**src/rtl/bsg_axil_rw_serializer_pkg.sv**
```systemverilog
// Shared AXI-Lite definitions.
//
// Holds the read/write serializer FSM state encoding so that sibling
// AXI-Lite blocks can reuse it, plus the bit positions of the
// write-handshake completion flags.
package bsg_axil_rw_serializer_pkg;

    typedef enum logic [2:0] {
        IDLE    = 3'd0,
        RD_ADDR = 3'd1,
        RD_RESP = 3'd2,
        WR_REQ  = 3'd3,
        WR_RESP = 3'd4
    } bsg_axil_rw_ser_state_e;

    // Bit positions inside the 2-bit "channel done" flag register used
    // while a write is in progress.
    localparam int unsigned DONE_AW = 1;
    localparam int unsigned DONE_W  = 0;

endpackage

```
**src/rtl/bsg_axil_rw_serializer_dff.sv**
```systemverilog
// bsg_dff_reset_set_clear
//
// Register bank where each bit can be individually set or cleared.
// Set wins over clear when both hit the same bit in the same cycle.
//
// Ports:
//   clk_i    - clock
//   reset_i  - synchronous active-high reset, forces all bits to 0
//   set_i    - per-bit set request
//   clear_i  - per-bit clear request
//   data_o   - current register contents
module bsg_dff_reset_set_clear #(
    parameter int width_p = 2
) (
    input  logic               clk_i,
    input  logic               reset_i,
    input  logic [width_p-1:0] set_i,
    input  logic [width_p-1:0] clear_i,
    output logic [width_p-1:0] data_o
);

    logic [width_p-1:0] data_q;
    logic [width_p-1:0] data_d;

    always_comb begin
        data_d = (data_q & ~clear_i) | set_i;
    end

    always_ff @(posedge clk_i) begin
        if (reset_i) begin
            data_q <= '0;
        end else begin
            data_q <= data_d;
        end
    end

    assign data_o = data_q;

endmodule

```
**src/rtl/bsg_axil_rw_serializer.sv**
```systemverilog
// bsg_axil_rw_serializer
//
// Turns an AXI4-Lite slave port that may carry concurrent reads and
// writes into a master port with at most one transaction outstanding
// and with arvalid/awvalid never asserted together. Read vs. write is
// arbitrated round-robin; once a transaction is granted its channels
// are passed straight through with no added latency.
//
// Ports:
//   clk_i, reset_i     - clock, synchronous active-high reset
//   s00_axil_aw/w/b/ar/r - upstream slave port (from the requester)
//   m00_axil_aw/w/b/ar/r - downstream master port (toward the demux)
module bsg_axil_rw_serializer
    import bsg_axil_rw_serializer_pkg::*;
#(
    parameter int addr_width_p = 32,
    parameter int data_width_p = 32
) (
    input  logic                      clk_i,
    input  logic                      reset_i,

    input  logic [addr_width_p-1:0]   s00_axil_awaddr,
    input  logic [2:0]                s00_axil_awprot,
    input  logic                      s00_axil_awvalid,
    output logic                      s00_axil_awready,
    input  logic [data_width_p-1:0]   s00_axil_wdata,
    input  logic [data_width_p/8-1:0] s00_axil_wstrb,
    input  logic                      s00_axil_wvalid,
    output logic                      s00_axil_wready,
    output logic [1:0]                s00_axil_bresp,
    output logic                      s00_axil_bvalid,
    input  logic                      s00_axil_bready,
    input  logic [addr_width_p-1:0]   s00_axil_araddr,
    input  logic [2:0]                s00_axil_arprot,
    input  logic                      s00_axil_arvalid,
    output logic                      s00_axil_arready,
    output logic [data_width_p-1:0]   s00_axil_rdata,
    output logic [1:0]                s00_axil_rresp,
    output logic                      s00_axil_rvalid,
    input  logic                      s00_axil_rready,

    output logic [addr_width_p-1:0]   m00_axil_awaddr,
    output logic [2:0]                m00_axil_awprot,
    output logic                      m00_axil_awvalid,
    input  logic                      m00_axil_awready,
    output logic [data_width_p-1:0]   m00_axil_wdata,
    output logic [data_width_p/8-1:0] m00_axil_wstrb,
    output logic                      m00_axil_wvalid,
    input  logic                      m00_axil_wready,
    input  logic [1:0]                m00_axil_bresp,
    input  logic                      m00_axil_bvalid,
    output logic                      m00_axil_bready,
    output logic [addr_width_p-1:0]   m00_axil_araddr,
    output logic [2:0]                m00_axil_arprot,
    output logic                      m00_axil_arvalid,
    input  logic                      m00_axil_arready,
    input  logic [data_width_p-1:0]   m00_axil_rdata,
    input  logic [1:0]                m00_axil_rresp,
    input  logic                      m00_axil_rvalid,
    output logic                      m00_axil_rready
);

    bsg_axil_rw_ser_state_e state_q, state_d;
    logic                   last_write_q, last_write_d;

    logic [1:0] done_q;
    logic [1:0] done_set;
    logic [1:0] done_clear;

    logic aw_go, w_go;
    logic aw_hs, w_hs;

    // aw/w completion flags for the write in flight; cleared when a
    // write is granted, set on each channel's handshake.
    bsg_dff_reset_set_clear #(.width_p(2)) done_reg (
        .clk_i   (clk_i),
        .reset_i (reset_i),
        .set_i   (done_set),
        .clear_i (done_clear),
        .data_o  (done_q)
    );

    // Payload fields are never gated: only the valid/ready pairs decide
    // whether a beat is transferred.
    assign m00_axil_awaddr = s00_axil_awaddr;
    assign m00_axil_awprot = s00_axil_awprot;
    assign m00_axil_wdata  = s00_axil_wdata;
    assign m00_axil_wstrb  = s00_axil_wstrb;
    assign m00_axil_araddr = s00_axil_araddr;
    assign m00_axil_arprot = s00_axil_arprot;
    assign s00_axil_bresp  = m00_axil_bresp;
    assign s00_axil_rdata  = m00_axil_rdata;
    assign s00_axil_rresp  = m00_axil_rresp;

    always_comb begin
        state_d      = state_q;
        last_write_d = last_write_q;
        done_set     = '0;
        done_clear   = '0;
        aw_go        = 1'b0;
        w_go         = 1'b0;
        aw_hs        = 1'b0;
        w_hs         = 1'b0;

        m00_axil_awvalid = 1'b0;
        m00_axil_wvalid  = 1'b0;
        m00_axil_bready  = 1'b0;
        m00_axil_arvalid = 1'b0;
        m00_axil_rready  = 1'b0;
        s00_axil_awready = 1'b0;
        s00_axil_wready  = 1'b0;
        s00_axil_bvalid  = 1'b0;
        s00_axil_arready = 1'b0;
        s00_axil_rvalid  = 1'b0;

        case (state_q)
            IDLE: begin
                // A write is pending on awvalid alone; wvalid may trail.
                // On a tie the side not granted last time wins.
                if (s00_axil_awvalid && (!s00_axil_arvalid || !last_write_q)) begin
                    state_d      = WR_REQ;
                    last_write_d = 1'b1;
                    done_clear   = '1;
                end else if (s00_axil_arvalid) begin
                    state_d      = RD_ADDR;
                    last_write_d = 1'b0;
                end
            end
            RD_ADDR: begin
                m00_axil_arvalid = s00_axil_arvalid;
                s00_axil_arready = m00_axil_arready;
                if (s00_axil_arvalid && m00_axil_arready) begin
                    state_d = RD_RESP;
                end
            end
            RD_RESP: begin
                s00_axil_rvalid = m00_axil_rvalid;
                m00_axil_rready = s00_axil_rready;
                if (m00_axil_rvalid && s00_axil_rready) begin
                    state_d = IDLE;
                end
            end
            WR_REQ: begin
                // Each channel is masked once it has transferred so a
                // beat is never presented downstream twice.
                aw_go            = s00_axil_awvalid & ~done_q[DONE_AW];
                w_go             = s00_axil_wvalid  & ~done_q[DONE_W];
                m00_axil_awvalid = aw_go;
                m00_axil_wvalid  = w_go;
                s00_axil_awready = m00_axil_awready & ~done_q[DONE_AW];
                s00_axil_wready  = m00_axil_wready  & ~done_q[DONE_W];
                aw_hs            = aw_go & m00_axil_awready;
                w_hs             = w_go  & m00_axil_wready;
                done_set[DONE_AW] = aw_hs;
                done_set[DONE_W]  = w_hs;
                if ((done_q[DONE_AW] || aw_hs) && (done_q[DONE_W] || w_hs)) begin
                    state_d = WR_RESP;
                end
            end
            WR_RESP: begin
                s00_axil_bvalid = m00_axil_bvalid;
                m00_axil_bready = s00_axil_bready;
                if (m00_axil_bvalid && s00_axil_bready) begin
                    state_d = IDLE;
                end
            end
            default: begin
                state_d = IDLE;
            end
        endcase
    end

    // last_write resets to 1 so that the first read/write tie goes to read.
    always_ff @(posedge clk_i) begin
        if (reset_i) begin
            state_q      <= IDLE;
            last_write_q <= 1'b1;
        end else begin
            state_q      <= state_d;
            last_write_q <= last_write_d;
        end
    end

endmodule

```
**config.mk**
```make
export PLATFORM = sky130hd
export DESIGN_NAME = bsg_axil_rw_serializer
export DESIGN_NICKNAME = d
export VERILOG_FILES = /design/src/rtl/bsg_axil_rw_serializer_pkg.sv /design/src/rtl/bsg_axil_rw_serializer_dff.sv /design/src/rtl/bsg_axil_rw_serializer.sv
export SDC_FILE = /design/constraint.sdc
export NUM_CORES = 1
export LEC_CHECK = 0
export ABC_AREA = 1
export BUFFER_PORTS_ARGS = -buffer_cell sky130_fd_sc_hd__buf_4
export CELL_PAD_IN_SITES_DETAIL_PLACEMENT = 1
export CELL_PAD_IN_SITES_GLOBAL_PLACEMENT = 1
export CORE_ASPECT_RATIO = 0.9
export CORE_MARGIN = 5
export CORE_UTILIZATION = 13
export CTS_BUF_LIST = sky130_fd_sc_hd__clkbuf_16
export DETAILED_ROUTE_END_ITERATION = 6
export GPL_ROUTABILITY_DRIVEN = 0
export PLACE_DENSITY_LB_ADDON = 0.1
export SLEW_MARGIN = 40
export SYNTH_ARGS = -nofsm -noshare
export SYNTH_HDL_FRONTEND = slang
export SYNTH_HIERARCHICAL = 1
export SYNTH_SLANG_ARGS = --single-unit
```
**constraint.sdc**
```tcl
create_clock -name clk_i -period 1.3 [get_ports clk_i]
set_input_delay 0.26 -clock clk_i [delete_from_list [all_inputs] [get_ports clk_i]]
set_output_delay 0.26 -clock clk_i [all_outputs]
set_load 0.03 [all_outputs]
```
=== After elaboration in Yosys (flattened, before gate mapping) ===
Cells that the tools add are included.

* Add/subtract/negate cells: 0
* Multiply operators: 0
* Divide/modulo/power cells: 0
* Order comparisons: 0
* Equal/unequal tests: 9
* Shift-type cells: 0
* Muxes and demuxes: 22
* Bitwise logic cells: 11
* Reduce and logical (&&, ||, !) cells: 14

{| class="wikitable"
|+ Operators with widths
! cell !! count
|-
| 2-to-1 mux 3 bit || 6
|-
| case mux 3 bit (5 select lines) || 1
|-
| 2-to-1 mux 1 bit || 12
|-
| inequality test 2 bit, second input constant || 4
|-
| bitwise AND 1 bit || 6
|-
| == test 3 x 2 -> 1 bit, second input constant || 2
|-
| 2-to-1 mux 2 bit || 3
|-
| logical AND 1 bit || 5
|-
| AND reduction 5 bit || 1
|-
| == test 3 x 1 -> 1 bit, second input constant || 1
|-
| == test 3 bit, second input constant || 1
|-
| logical NOT 3 bit || 1
|-
| logical OR 1 bit || 3
|-
| inequality test 3 bit, second input constant || 1
|-
| bitwise AND 2 bit || 1
|-
| logical NOT 1 bit || 2
|-
| NOT 1 bit || 2
|-
| NOT 2 bit || 1
|-
| bitwise OR 2 bit || 1
|-
| AND reduction 2 bit || 1
|-
| nonzero test 2 bit || 1
|}

* Flip-flop bits (word level): 6
* Bits in latches: 0
* RAM bits: 0
* Memory bits (read-only): 0
* Input bits: 154
* Output and inout port bits: 152
* Logic and storage cells: 59
* Memories: 0

=== Longest topological paths before layout ===
* Depth after elaboration: 8
* Depth in mapped cells: 8
* Mapped depth without buffers: 8

=== By module ===
The synthesis kept the hierarchy.

{| class="wikitable"
|+ By module, submodules not included
! module !! instances !! cells each !! area each (µm²) !! sequential area each (µm²)
|-
| bsg_axil_rw_serializer || 1 || 220 || 1463.9 || 80.1
|-
| bsg_dff_reset_set_clear || 1 || 10 || 72.6 || 40.0
|}

=== Least setup slack after synthesis ===
OpenSTA, ideal clock, no wires.

* Path type: reg2out
* Start: register state_q[0]
* End: output port m00_axil_awvalid
* Data arrival time: 1.335 ns
* Required time: 1.040 ns
* Setup slack: -0.295 ns
* Cell stages (with the launch flop): 5
* Path buffers: 0
* Path through: dfxtp_1 inv_1 nor2_2 nand2_2 nor3_1

* Cells in the longest elaborated chain, start to end: 2

{| class="wikitable"
|+ Ends and longest elaborated chain
! element !! line !! text
|-
| from (decl) || bsg_axil_rw_serializer.sv:63 || <nowiki>bsg_axil_rw_ser_state_e state_q, state_d;</nowiki>
|-
| from (signal assigned) || bsg_axil_rw_serializer.sv:179 || <nowiki>state_q <= state_d;</nowiki>
|-
| == test 3 x 2 -> 1 bit || bsg_axil_rw_serializer.sv:116 || <nowiki>case (state_q)</nowiki>
|-
| 2-to-1 mux 1 bit || bsg_axil_rw_serializer.sv:116 ||
|-
| to (decl) || bsg_axil_rw_serializer.sv:44 || <nowiki>output logic m00_axil_awvalid,</nowiki>
|}

No other way between the ends.

=== Worst setup path in the final report ===
* Start: register state_q[2]
* End: output port m00_axil_awvalid

Same word-level chain as after synthesis.

==> metrics.yaml <==
crit_required_ns: 1.04
worst_pin_slew_ns: 0.2333
internal_power_mw: 1.095
first_pass_iters: 4
swShare: 0.4012
drv_cap: 0
wl_per_cell_um: 10.80
min_period_ns: 1.411
cts_tree: "done"
r2r-end: "state_q[0]$_SDFFE_PP0P_"
cts_buffer_depth: 2
hold_viol: 0
grt_max_degree: 8
fin_cells: 279
final_antenna_net_count: 0
drive_gt1_frac: 0.5366
hold_path_class: "in2reg"
dp_cells: 271
slew_violations: 0
slew_headroom: 0.8445
leakage_nw: 0.4884
antennaDiodeCount: 0
finalPower_mw: 1.828
critical_path.startpoint: "state_q[2]$_SDFFE_PP0P_"
ir_drop_mv: 0.3363
grtUsageTotal: 0.04079
reg2regPathDepth: 9
ctsHoldBuffers: 0
synth.cell_area_um2: 1536
antenna_found_initial: 0
fin_crit_sh: 1.086
p_clk_frac: 0.274
grt_pass1_wl_um: 4381
async_reset_ff_frac: 0
drt_iter0_markers: 16
crit_path_end: "m00_axil_awvalid"
switchingPower_mw: 0.7333
timing.rr.start: "state_q[0]$_SDFFE_PP0P_"
synth_seq_cells: 6
ys_top_cells_by_area: "buf_4 69%, dfxtp_1 7.8%, nand2_1 5.1%, inv_1 4.6%, nor2_1 4.2%"
yosys.cell_count.top_type: "buf_4"
yosysTopAreaCellShare: 0.6938
gr-total-overflow: 0
syn_area_per_cell_um2: 6.680
clock-root-buffer: "clkbuf_16"
drcViolationCount: 0
synthDistinctLibCells: 13
synth_nets: 384
nNetsFinal: 279
routed_wl_um: 3012
vias: 812
grt_pass1_vias: 807
reg2reg_setup_slack_ns: 0.02
crit_fanout: 7
place_ws_ns: -0.07837
violations: "negative setup slack"
max_freq_ghz: 0.7086
worstPathArrival_ns: 1.15
dieArea_um2: 14100
utilization: 0.09776
synthCells: 230
htree_levels: 1
endpoint_kind: "primary output"
ys_seq_area_frac: 0.07818
fp-row-count: 37
layout_setup_ws_ns: -0.1112
yosys.area.top_type: "buf_4"
setup_viol: 10
place_hpwl_um: 2485
syn_to_final_growth_pct: -26.95
clk_pin_slew_ns: 0.04
pin_count: 306
start_util: 0.1338
rsz0062_at_grt: "yes"
cts_buffers: 3
combPwrFrac: 0.545
status: "complete, but fails checks"
core_area_um2: 11480
synth-edff-count: 0
die_width_um: 124.6
start_kind: "flop"
p_per_area_nw_per_um2: 1629
skew_ns: 0.003216
cts_sinks: 6
synth_common_cells: "142 x buf_4, 21 x nand2_1, 19 x inv_1"
portBuffers: 21
viasPerCell: 2.910
synth_ff_type: "dfxtp_1"
die_h_um: 113.1
critical_path_class: "reg2out"
pwr-share-seq: 0.180
synth_warnings: 6
clock_latency_ns: 0.23
==> sequential cells by signal, indices dropped and copies added, names as in the netlist <==
register         flops
state_q              3
done_reg/data_o      2
last_write_q         1
==> worst max-delay path, stage by stage (launching register included) <==
cell	delay [ns]
dfxtp_4	0.36
nor2_4	0.15
nand2_4	0.11
nor3_4	0.14
buf_6	0.15
==> metal layers <==
| layer | routed length [um] | global-route usage |
|---|---|---|
| met5 | 0 | 0 |
| met4 | 378 | 0.06355 |
| met3 | 449 | 0.03115 |
| met2 | 1188 | 0.04899 |
| met1 | 996 | 0.03467 |
==> cells in the final DEF (no fill, tap or decap) <==
| cell type | count |
|---|---|
| a21oi_1 | 3 |
| o21ai_0 | 2 |
| inv_2 | 1 |
| dfxtp_1 | 3 |
| nand2_1 | 14 |
| nor2_2 | 3 |
| nand2_4 | 2 |
| nor2_4 | 6 |
| buf_6 | 6 |
| clkbuf_16 | 3 |
| inv_1 | 17 |
| buf_4 | 26 |
| a21oi_2 | 3 |
| nand3_1 | 7 |
| nand3_2 | 3 |
| inv_4 | 1 |
| clkinv_2 | 1 |
| nand2_2 | 7 |
| nor2_1 | 11 |
| nor3_4 | 1 |
| dfxtp_4 | 3 |
==> power groups by stage <==
stage                     clock (mW)  sequential, mW  combinational [mW]
after CTS                      0.512           0.326               0.866
after global placement             0           0.297               0.717
after floorplan                    0           0.286                1.26
after global routing           0.523           0.340                1.09
after detailed placement           0           0.295               0.717
final                          0.501           0.329               0.997
==> cell families after synthesis <==
logic type | Yosys count | share of synthesized area
flops | 6 | 0.07818
simple gates | 54 | 0.1523
compound gates | 8 | 0.02606
buf+inv | 162 | 0.7435
==> how the worst min path moves through the flow <==
stage                                   from                       endpoint  slack, ns  depth (start not counted)
4_1_cts                              reset_i  done_reg/data_o[1]$_SDFF_PP0_       0.23                          2
3_3_place_gp   done_reg/data_o[0]$_SDFF_PP0_  done_reg/data_o[0]$_SDFF_PP0_       0.46                          2
3_5_place_dp   done_reg/data_o[0]$_SDFF_PP0_  done_reg/data_o[0]$_SDFF_PP0_       0.46                          2
5_1_grt                              reset_i  done_reg/data_o[0]$_SDFF_PP0_       0.25                          2
6_report                             reset_i  done_reg/data_o[0]$_SDFF_PP0_       0.22                          2
2_1_floorplan                        reset_i  done_reg/data_o[0]$_SDFF_PP0_       0.33                          1
==> area by class of cell <==
| type | count | area, um2 |
|---|---|---|
| timing repair buffer | 32 | 262.8 |
| inverter | 20 | 78.83 |
| sequential | 6 | 131.4 |
| tap | 156 | 195.2 |
| multi-input combinational | 62 | 379.1 |
| clock buffer | 3 | 75.07 |
| fill | 1396 | 10360 |
==> repair_timing <==
item / in CTS / in global routing
pin swaps: 2 / 6
gates resized for setup: 21 / 21
setup endpoints to repair: 11 / 15
setup buffers: 4 / 1
==> metrics by stage <==
step	hold slack, ns	TNS [ns]	area (um2)
finish	0.2237	-0.7413	1122
CTS	0.2341	-0.8428	1044
global placement	0.4567	-0.2235	873.3
global route	0.2452	-1.391	1122
detailed placement	0.4569	-0.1737	873.3
floorplan	0.3291	-0.2005	1541
No activity file was read; power rests on OpenSTA's default activity.
